--- src/rtl/controle_multiciclo.sv ---
// Multi-cycle MIPS control unit: Moore FSM that sequences the shared datapath
// (PC, IR, ALU, memory, register bank) and counts retired instructions.
module controle_multiciclo (
   input  logic        clk,
   input  logic        reset,
   input  logic [5:0]  Opcode,
   input  logic        Mem_Pronto,
   output logic        PCWrite,
   output logic        PCWriteCond,
   output logic        IorD,
   output logic        MemRead,
   output logic        MemWrite,
   output logic        MemtoReg,
   output logic        IRWrite,
   output logic        ALUSrcA,
   output logic        RegWrite,
   output logic        RegDst,
   output logic [1:0]  ALUOp,
   output logic [1:0]  ALUSrcB,
   output logic [1:0]  PCSource,
   output logic [3:0]  Estado,
   output logic        Opcode_Invalido,
   output logic [31:0] Instr_Concluidas
);

   localparam logic [5:0] OP_RTYPE = 6'b000000;
   localparam logic [5:0] OP_LW    = 6'b100011;
   localparam logic [5:0] OP_SW    = 6'b101011;
   localparam logic [5:0] OP_BEQ   = 6'b000100;
   localparam logic [5:0] OP_J     = 6'b000010;
   localparam logic [5:0] OP_ADDI  = 6'b001000;

   typedef enum logic [3:0] {
      FETCH    = 4'd0,
      DECODE   = 4'd1,
      MEMADR   = 4'd2,
      MEMREAD  = 4'd3,
      MEMWB    = 4'd4,
      MEMWRITE = 4'd5,
      EXECUTE  = 4'd6,
      RTYPE_WB = 4'd7,
      BRANCH   = 4'd8,
      JUMP     = 4'd9,
      ADDI_EX  = 4'd10,
      ADDI_WB  = 4'd11
   } state_t;

   state_t state;
   state_t state_next;
   logic   invalid_next;
   logic   retire;

   assign Estado = state;

   // State register; reset aborts any instruction in flight.
   always_ff @(posedge clk or posedge reset) begin
      if (reset) begin
         state <= FETCH;
      end else begin
         state <= state_next;
      end
   end

   // Next-state logic, invalid-opcode detection and retire strobe.
   always_comb begin
      state_next   = FETCH;
      invalid_next = 1'b0;
      retire       = 1'b0;
      case (state)
         FETCH:    state_next = Mem_Pronto ? DECODE : FETCH;
         DECODE: begin
            case (Opcode)
               OP_LW, OP_SW: state_next = MEMADR;
               OP_RTYPE:     state_next = EXECUTE;
               OP_BEQ:       state_next = BRANCH;
               OP_J:         state_next = JUMP;
               OP_ADDI:      state_next = ADDI_EX;
               default: begin
                  state_next   = FETCH;
                  invalid_next = 1'b1;
               end
            endcase
         end
         // IR is frozen outside FETCH, so the live opcode is still the one decoded
         MEMADR: begin
            if (Opcode == OP_LW) begin
               state_next = MEMREAD;
            end else if (Opcode == OP_SW) begin
               state_next = MEMWRITE;
            end else begin
               state_next = FETCH;
            end
         end
         MEMREAD:  state_next = Mem_Pronto ? MEMWB : MEMREAD;
         MEMWRITE: begin
            if (Mem_Pronto) begin
               state_next = FETCH;
               retire     = 1'b1;
            end else begin
               state_next = MEMWRITE;
            end
         end
         EXECUTE:  state_next = RTYPE_WB;
         ADDI_EX:  state_next = ADDI_WB;
         MEMWB, RTYPE_WB, ADDI_WB, BRANCH, JUMP: begin
            state_next = FETCH;
            retire     = 1'b1;
         end
         default:  state_next = FETCH;
      endcase
   end

   // Moore output decode, forced low while reset is asserted.
   always_comb begin
      PCWrite     = 1'b0;
      PCWriteCond = 1'b0;
      IorD        = 1'b0;
      MemRead     = 1'b0;
      MemWrite    = 1'b0;
      MemtoReg    = 1'b0;
      IRWrite     = 1'b0;
      ALUSrcA     = 1'b0;
      RegWrite    = 1'b0;
      RegDst      = 1'b0;
      ALUOp       = 2'b00;
      ALUSrcB     = 2'b00;
      PCSource    = 2'b00;
      if (!reset) begin
         case (state)
            FETCH: begin
               MemRead = 1'b1;
               ALUSrcB = 2'b01;
               IRWrite = Mem_Pronto;
               PCWrite = Mem_Pronto;
            end
            DECODE:   ALUSrcB = 2'b11;
            MEMADR: begin
               ALUSrcA = 1'b1;
               ALUSrcB = 2'b10;
            end
            MEMREAD: begin
               MemRead = 1'b1;
               IorD    = 1'b1;
            end
            MEMWB: begin
               RegWrite = 1'b1;
               MemtoReg = 1'b1;
            end
            MEMWRITE: begin
               MemWrite = 1'b1;
               IorD     = 1'b1;
            end
            EXECUTE: begin
               ALUSrcA = 1'b1;
               ALUOp   = 2'b10;
            end
            RTYPE_WB: begin
               RegWrite = 1'b1;
               RegDst   = 1'b1;
            end
            BRANCH: begin
               ALUSrcA     = 1'b1;
               ALUOp       = 2'b01;
               PCWriteCond = 1'b1;
               PCSource    = 2'b01;
            end
            JUMP: begin
               PCWrite  = 1'b1;
               PCSource = 2'b10;
            end
            ADDI_EX: begin
               ALUSrcA = 1'b1;
               ALUSrcB = 2'b10;
            end
            ADDI_WB:  RegWrite = 1'b1;
            default:  ;
         endcase
      end
   end

   // Invalid-opcode pulse and retired-instruction counter (wraps naturally).
   always_ff @(posedge clk or posedge reset) begin
      if (reset) begin
         Opcode_Invalido  <= 1'b0;
         Instr_Concluidas <= 32'd0;
      end else begin
         Opcode_Invalido <= invalid_next;
         if (retire) begin
            Instr_Concluidas <= Instr_Concluidas + 32'd1;
         end
      end
   end

endmodule

--- config.mk ---
export PLATFORM = sky130hd
export DESIGN_NAME = controle_multiciclo
export DESIGN_NICKNAME = d
export VERILOG_FILES = /design/src/rtl/controle_multiciclo.sv
export SDC_FILE = /design/constraint.sdc
export NUM_CORES = 1
export LEC_CHECK = 0
export ABC_AREA = 1
export CAP_MARGIN = 20
export CORE_MARGIN = 4
export CORE_UTILIZATION = 30
export DETAILED_ROUTE_END_ITERATION = 10
export PLACE_DENSITY = 0.49
export SLEW_MARGIN = 5
export SYNTH_ARGS = -nofsm -noshare
export SYNTH_HDL_FRONTEND = slang
export SYNTH_SLANG_ARGS = --single-unit
--- constraint.sdc ---
create_clock -name clk -period 1.7 [get_ports clk]
set_input_delay 0.17 -clock clk [delete_from_list [all_inputs] [get_ports clk]]
set_output_delay 0.17 -clock clk [all_outputs]
set_load 0.005 [all_outputs]
==> results of run 1 <==
-- logic make-up (layout without fill, tap and decap cells) --
family | after synthesis | count (layout) | share of synthesized area, %
DFF | 37 | 37 | 35.82
buffers and inverters | 55 | 160 | 9.245
and+or+nand+nor | 293 | 293 | 47.92
adders and majority gates | 1 | 1 | 0.4839
xor gates and xnor gates | 8 | 8 | 2.711
AOI/OAI and AO/OA | 19 | 19 | 3.824
-- power by group through the flow --
stage          Combinational (mW)  Clock [mW]  Sequential, mW
3_5_place_dp                0.399           0           0.981
5_1_grt                     0.496       0.669           0.969
2_1_floorplan               0.153           0           0.992
6_report                    0.448       0.608           0.963
4_1_cts                     0.427       0.642           0.966
3_3_place_gp                0.400           0           0.981
-- path summary, 6_finish.rpt --
| path | endpoint | slack, ps | depth (start not counted) |
|---|---|---|---|
| worst min-delay path | Instr_Concluidas[29]$_DFFE_PP0P_ | 460 | 3 |
| worst min register to register | Instr_Concluidas[31]$_DFFE_PP0P_ | 540 | 2 |
| worst max-delay path | ALUSrcA | -30 | 8 |
| max in group asynchronous | Estado[3]$_DFF_PP0_ | 870 | 3 |
| min in group clk | Estado[2]$_DFF_PP0_ | 510 | 3 |
| worst max register to register | Estado[1]$_DFF_PP0_ | 50 | 11 |
-- sequential cells by signal, summed over array words and instances (netlist names) --
signal,count
Estado,4
Instr_Concluidas,32
Opcode_Invalido,1
-- layout by cell type, fill, tap and decap left out, drive strengths merged --
cell / count
o21ai: 14
clkdlybuf4s15: 2
nor2: 77
buf: 47
xnor2: 1
inv: 47
o211ai: 1
nand4: 12
nor3: 4
or2: 1
dlygate4sd2: 3
xor2: 7
and2: 2
nand3: 23
a21oi: 3
a31oi: 1
nand2: 168
clkbuf: 17
clkdlybuf4s50: 44
dfrtp: 37
nand3b: 6
ha: 1
-- cell type report --
class	count	area, um^2
sequential	37	930.9
clock buffer	8	80.08
fill	846	4504
timing repair buffer	105	954.7
tap	105	131.4
multi-input combinational	321	1519
inverter	47	178.9
-- metrics by stage --
| stage | total power [mW] | worst slack (ps) | setup TNS (ps) | util (%) |
|---|---|---|---|---|
| global placement | 1.381 | -50.34 | -115.8 | 41.87 |
| global route | 2.134 | -90.27 | -317.7 | 45.73 |
| detailed placement | 1.380 | -57.53 | -107.3 | 41.87 |
| CTS | 2.034 | -94.43 | -236.5 | 44.19 |
| floorplan | 1.145 | 206.3 | 0 | - |
| finish | 2.018 | -30.03 | -30.03 | 45.73 |
-- timing repair --
action,CTS,global route
buffers inserted,10,10
cloned,0,1
endpoints found under the setup margin,16,15
pin swaps,8,9
hold buffers,0,0
gates resized for setup,51,37
-- routing by layer --
metal  global-route usage (%)  wire (um)  up-vias
li1                         -          -     1488
met1                    21.95       3719     1292
met2                    25.57       3754       48
met3                    2.630        329        7
met4                    4.249         89        0
met5                        0          0        -
-- worst max-delay path, cell delays in order (launching register included) --
cell and delay [ps]:
dfrtp_2 440, buf_4 140, inv_2 50, nor2_4 40
or2_4 240, buf_6 120, nand2_4 40, a31oi_1 70
buf_2 130
==> results.cfg, run 1 <==
[run_status]
status = finished, violations left
violations = setup timing

[timing]
hold_ws_ps = 464.8
max-slew-margin-rel_pct = 66.59
fmax_mhz = 578.0
layout_setup_ws_ps = -30.03
slew_violations = 0
finalCritPeriodShare_pct = 101.8
tightest_slew_ps = 501.1
min_period_ps = 1730
rsz0062_at_grt = true
setup_viol_count_final = 1
finalHoldViolCount = 0
clock_skew_ps = 8.694

[synthesis]
synth_enable_flop_cells = 0
syn_nets = 423
yosysSeqAreaShare_pct = 35.82
yosysMostFrequentCell = nand2_1
synth-async-reset-ratio_pct = 100.0
synth_warnings = 0
synth_commonest_cells = 164 x nand2_1, 69 x nor2_1, 46 x inv_1
synth.avg_cell_area_um2 = 6.259
synth_top_area_cell = dfrtp_1
syn-instance-count = 413
yosysUniqueCellTypes = 27
synth.top_cell.area_share_pct = 35.82
ys_ff_latch = 37
ys_top_cells_by_area = dfrtp_1 36%, nand2_1 24%, nor2_1 10%
synthFlopType = dfrtp_1
syn_area_mm2 = 0.002585

[clock_tree]
numCtsBuffers = 5
h-tree-depth = 2
worstSkewPairLatency_ps = 290
cts_tree = yes
clockRootBuffer = clkbuf_8
clk_path_buf_depth = 2
cts.sinks = 37
clkTransAtPathRegs_ps = 80

[routing]
drtPass1Iterations = 4
drtIter0Drc = 107
ant_nets = 0
wirelength_mm = 7.892
dr_total_vias = 2835
routedWlPerCell_um = 12.67
drc = 0
routed_via_density = 4.551

[grt]
grt_pass1_vias = 2725
grt_pass1_wl_mm = 13.07
grtUsageTotal_pct = 15.86
grt_antenna_before_repair = 0
grt_start_max_net_pins = 38
overflow = 0

[cells_and_area]
layout-drive-gt1-share_pct = 20.08
fin_nets = 527
design_area_mm2 = 0.003795
final_cell_count_no_fill = 623
antennaDiodeCount = 0
area_growth_pct = 46.81

[run]
max-cap-violations = 0

[critical_path]
startpoint = Estado[3]$_DFF_PP0_
end_kind = output pin
r2r-start = Estado[3]$_DFF_PP0_
arrival_ps = 1560
worst-setup-path-type = register to output pin
crit_fanout = 6
crit_required_ps = 1530
crit_path_start_kind = register

[placement]
gp_congestion = 0.8943
dp_hpwl_mm = 5.830
placedCellCount = 594
dpl_cell_area_mm2 = 0.003475
numPortBuffers = 61

[power]
sequentialPowerShare_pct = 47.7
switchingPower_mw = 0.5612
p_comb_share_pct = 22.2
p_leak_nw = 1.791
p_int_mw = 1.457
ir_drop_uv = 237.2
power_density_mw_per_mm2 = 531.9
switching_share_pct = 27.80
p_clk_share_pct = 30.1

[floorplan]
io_pins = 62
initial_core_util_pct = 31.15
die_y_um = 100.8
core_area_mm2 = 0.008299
chipWidth_um = 100.8
row_count = 33
dieArea_mm2 = 0.01017

[hold_path]
hp-class = input pin to asynchronous set/reset pin
Power figures use the tool's default switching activity.
==> run 2, diff against run 1 <==
--- a/config.mk
+++ b/config.mk
@@ -10,6 +10,7 @@
 export CORE_MARGIN = 4
 export CORE_UTILIZATION = 30
 export DETAILED_ROUTE_END_ITERATION = 10
+export MAX_ROUTING_LAYER = met4
 export PLACE_DENSITY = 0.49
 export SLEW_MARGIN = 5
 export SYNTH_ARGS = -nofsm -noshare
==> run 2 against run 1 <==
The flow now finishes without violations. Sequential power hardly changed. Register-to-register slack worse by 40 ps. Combinational power is 2% lower. Die area unchanged. Critical path depth down 1. Setup slack gained 37 ps. Worst hold slack improved by 26 ps. Wire length rose by 4.2%. Critical endpoint unchanged. Critical path type unchanged.
==> results.cfg, run 2 (same netlist as run 1, synthesis figures left out) <==
[run_status]
status = finished, final reports clean

[critical_path]
crit_required_ps = 1530
crit_fanout = 4
arrival_ps = 1520
crit_path_start_kind = register
r2r_slack_ps = 7
end_kind = output pin
worst-setup-path-type = register to output pin

[timing]
max-slew-margin-rel_pct = 67.14
fin_tns_setup_ps = 0
slew_violations = 0
setup_viol_count_final = 0
min_period_ps = 1693
clock_skew_ps = 9.565
fmax_mhz = 590.7
finalHoldViolCount = 0
rsz0062_at_grt = true
finalCritPeriodShare_pct = 99.58
tightest_slew_ps = 492.9

[cells_and_area]
top_register = Instr_Concluidas
largest_reg_flops = 32
final_cell_count_no_fill = 624
design_area_mm2 = 0.003970
fin_nets = 528
final_common_cell = nand2_1
area_growth_pct = 53.58
layout_common_cells = 152 x nand2_1, 63 x nor2_1, 45 x clkdlybuf4s50_1
layout-drive-gt1-share_pct = 23.31
antennaDiodeCount = 0

[clock_tree]
h-tree-depth = 2
clockRootBuffer = clkbuf_8
cts_tree = yes
numCtsBuffers = 5
clkTransAtPathRegs_ps = 80
cts.sinks = 37
worstSkewPairLatency_ps = 290
clk_path_buf_depth = 2

[floorplan]
row_count = 33
chipWidth_um = 100.8
initial_core_util_pct = 31.15
core_area_mm2 = 0.008299
die_y_um = 100.8
io_pins = 62
dieArea_mm2 = 0.01017

[routing]
routedWlPerCell_um = 13.18
drc = 0
dr_total_vias = 2870
drtIter0Drc = 130
wirelength_mm = 8.225
routed_via_density = 4.599
drtPass1Iterations = 4
ant_nets = 0

[placement]
numPortBuffers = 61
placedCellCount = 594
dpl_cell_area_mm2 = 0.003475
dp_hpwl_mm = 5.914
gp_congestion = 0.8703

[grt]
grt_start_max_net_pins = 38
grt_antenna_before_repair = 0
overflow = 0
grt_pass1_wl_mm = 12.97
grtUsageTotal_pct = 16.16
grt_pass1_vias = 2653

[power]
p_leak_nw = 1.863
power_density_mw_per_mm2 = 528.8
p_total_mw = 2.099
ir_drop_uv = 272.2

[run]
max-cap-violations = 0

[hold_path]
hp-class = input pin to asynchronous set/reset pin
run 2: changes by cell type in the layout (fill, tap and decap cells not counted), moves of 2 or more:
cell,previous run,this run
o21ai_0,12,4
nand2_2,8,12
o21ai_1,1,5
nor2_2,9,7
nand3_2,0,9
buf_6,5,8
clkbuf_8,5,7
nand2_1,158,152
buf_4,36,30
clkbuf_1,3,0
o21ai_2,1,5
nand3_1,22,13
clkbuf_16,1,4
nor2_1,61,63
run 2: metrics by stage:
stage | hold WS, ps | utilization (%) | worst slack [ps]
after CTS | 488.4 | 44.29 | -56.40
final | 490.9 | 47.84 | 7.136
after floorplan | 307.7 | - | 206.3
after detailed placement | 527.0 | 41.87 | -79.00
after global placement | 512.0 | 41.87 | -59.19
after global routing | 553.0 | 47.84 | -103.0
run 2: final timing paths:
check,from,end,cells past startpoint
min in group clk,Opcode[3],Estado[2]$_DFF_PP0_,3
max reg2reg,Estado[3]$_DFF_PP0_,Instr_Concluidas[25]$_DFFE_PP0P_,12
min,reset,Instr_Concluidas[21]$_DFFE_PP0P_,3
min reg2reg,Instr_Concluidas[31]$_DFFE_PP0P_,Instr_Concluidas[31]$_DFFE_PP0P_,2
max,Estado[3]$_DFF_PP0_,ALUSrcA,7
max in group asynchronous,reset,Estado[0]$_DFF_PP0_,3
run 2: final cells by class:
cell class / count / area, um^2
Inverter: 47 / 176.4
Clock inverter: 1 / 5.005
Sequential cell: 37 / 930.9
Fill cell: 869 / 4329
Tap cell: 105 / 131.4
Clock buffer: 7 / 96.34
Multi-Input combinational cell: 321 / 1603
Timing Repair Buffer: 106 / 1027
run 2: metal layers:
metal / global-route usage [%] / vias to the layer above / part of all wire, %
met5: - / - / 0
met4: 3.731 / 0 / 0.91
met3: 2.076 / 4 / 3.5
met2: 25.22 / 48 / 48
met1: 22.36 / 1328 / 48
li1: - / 1490 / -
run 2: what timing repair did:
action,CTS,global route
gates resized for setup,47,66
pin swaps,6,21
cloned,0,5
hold endpoints to repair,0,0
setup buffers,8,9
hold buffers,0,0
endpoints found under the setup margin,16,33
run 2: power breakdown:
| part | switching (mW) | total [mW] | internal (mW) |
|---|---|---|---|
| Combinational | 0.206 | 0.440 | 0.235 |
| Clock | 0.327 | 0.694 | 0.367 |
| Sequential | 0.0427 | 0.965 | 0.923 |
| Total | 0.575 | 2.10 | 1.52 |
run 2: worst max-delay path, cell delays in order, from the launching register on:
cell and delay, ps:
dfrtp_2 420, buf_6 120, nor2_4 150, or2_4 150
buf_6 90, nand2_4 40, a31oi_1 140, buf_2 130
==> run 3, diff against run 2 <==
--- a/config.mk
+++ b/config.mk
@@ -9,10 +9,11 @@
 export CAP_MARGIN = 20
 export CORE_MARGIN = 4
 export CORE_UTILIZATION = 30
+export CTS_CLUSTER_SIZE = 10
 export DETAILED_ROUTE_END_ITERATION = 10
+export GPL_ROUTABILITY_DRIVEN = 0
 export MAX_ROUTING_LAYER = met4
 export PLACE_DENSITY = 0.49
-export SLEW_MARGIN = 5
 export SYNTH_ARGS = -nofsm -noshare
 export SYNTH_HDL_FRONTEND = slang
 export SYNTH_SLANG_ARGS = --single-unit
==> run 3 against run 2 <==
The flow now finishes with violations (setup timing). Wire length up 2.5%. Core utilization shrank 0.075 points. Non-clock buffer count shrank 3. Sequential share of layout area about the same. Via count shrank 1.0%. Register-to-register slack worse by 80 ps. Final cell count is 0.48% lower. Highest routed layer unchanged.
==> results.cfg, run 3 (same netlist as run 1, synthesis figures left out) <==
[critical_path]
crit_path_start_kind = register
crit_fanout = 4
arrival_ps = 1610
crit_required_ps = 1530
r2r_slack_ps = -70
timing.reg2reg.worst_path_depth = 13
r2r-start = Estado[2]$_DFF_PP0_
worst-setup-path-type = register to output pin
timing.rr.end = Instr_Concluidas[17]$_DFFE_PP0P_
end_kind = output pin

[power]
p_leak_nw = 1.871
p_total_mw = 2.121
sequentialPowerShare_pct = 45.8
p_clk_share_pct = 33.4
switchingPower_mw = 0.5920
power_density_mw_per_mm2 = 535.0
p_int_mw = 1.529
p_comb_share_pct = 20.8
ir_drop_uv = 239.9
switching_share_pct = 27.91

[floorplan]
initial_core_util_pct = 31.15
row_count = 33
core_area_mm2 = 0.008299
chipWidth_um = 100.8
die_y_um = 100.8
dieArea_mm2 = 0.01017
io_pins = 62

[routing]
routedWlPerCell_um = 13.57
drc = 0
routed_via_density = 4.575
wirelength_mm = 8.428
drtPass1Iterations = 4
drtIter0Drc = 96
dr_total_vias = 2841
ant_nets = 0

[cells_and_area]
top_register = Instr_Concluidas
fin_nets = 525
layout_common_cells = 156 x nand2_1, 64 x nor2_1, 45 x clkdlybuf4s50_1
nFillCells = 851
final_cell_count_no_fill = 621
largest_reg_flops = 32
final_common_cell = nand2_1
area_growth_pct = 53.34
antennaDiodeCount = 0
layout-drive-gt1-share_pct = 20.93

[timing]
min_period_ps = 1781
setup_viol_count_final = 24
clock_skew_ps = 2.552
fin_tns_setup_ps = -477.9
finalCritPeriodShare_pct = 104.8
finalHoldViolCount = 0
max-slew-margin-rel_pct = 66.77
hold_ws_ps = 488.7
rsz0062_at_grt = true
layout_setup_ws_ps = -80.90
slew_violations = 0
fmax_mhz = 561.5
tightest_slew_ps = 498.4

[clock_tree]
clockRootBuffer = clkbuf_8
h-tree-depth = 2
cts-hold-fix-buffers = 0
numCtsBuffers = 5
clk_path_buf_depth = 2
cts_tree = yes
cts.sinks = 37
worstSkewPairLatency_ps = 290
clkTransAtPathRegs_ps = 80

[placement]
placedCellCount = 592
numPortBuffers = 61
dp_hpwl_mm = 5.835

[run]
max-cap-violations = 0

[run_status]
status = finished, violations left
violations = setup timing

[grt]
overflow = 0
grt_start_max_net_pins = 38
grtUsageTotal_pct = 16.48
grt_antenna_before_repair = 0
grt_pass1_wl_mm = 13.21
grt_pass1_vias = 2665

[hold_path]
hp-class = input pin to asynchronous set/reset pin
[run 3: worst max-delay path by stage]
| stage | startpoint | to | slack (ps) | cells past startpoint |
|---|---|---|---|---|
| 3_5_place_dp | Estado[3]$_DFF_PP0_ | PCWrite | -30 | 5 |
| 4_1_cts | Estado[3]$_DFF_PP0_ | ALUSrcA | -100 | 8 |
| 3_3_place_gp | Estado[3]$_DFF_PP0_ | ALUSrcA | -6 | 5 |
| 5_1_grt | Estado[2]$_DFF_PP0_ | ALUSrcA | -160 | 8 |
| 6_report | Estado[2]$_DFF_PP0_ | ALUSrcA | -80 | 8 |
| 2_1_floorplan | reset | MemRead | 210 | 3 |
[run 3: what timing repair did]
action,CTS,global route
endpoints found under the setup margin,16,44
resized for setup,62,44
buffers inserted,10,5
cloned,0,6
pin swaps,10,11
[run 3: routing by layer]
layer	vias to the layer above	track usage (%)	share of wire (%)
met4	0	4.145	1.8
met2	54	25.82	48
met3	12	2.215	3.1
li1	1482	-	-
met5	-	-	0
met1	1293	22.46	47
[run 3: critical path: stages, from the launching register on]
cell     delay (ps)
dfrtp_2         440
buf_6           130
nor2_4          100
buf_6           110
or2_4           110
buf_6            90
nand2_4          40
a31oi_2         160
buf_2           130
[run 3: power by group through the flow]
stage                     combinational, mW  clock (mW)  sequential, mW
after CTS                             0.412       0.733           0.971
after global placement                0.392           0           0.982
after detailed placement              0.393           0           0.982
final                                 0.442       0.708           0.971
after global routing                  0.487       0.765           0.980
after floorplan                       0.153           0           0.992
[run 3: area by class of cell]
class,instances,area [um^2],share of cell area [%]
multi-input combinational,321,1567,39.52
timing repair buffer,103,1050,26.48
sequential,37,930.9,23.48
inverter,47,183.9,4.640
tap,105,131.4,3.314
clock buffer,7,96.34,2.431
clock inverter,1,5.005,0.1263
[run 3: through the flow]
stage / setup WS, ps / area (um^2) / utilization [%]
after global routing: -161.3 / 3964 / 47.76
after floorplan: 206.3 / 2585 / -
after global placement: -6.315 / 3460 / 41.69
after detailed placement: -26.90 / 3460 / 41.69
after CTS: -97.70 / 3697 / 44.55
final: -80.90 / 3964 / 47.76
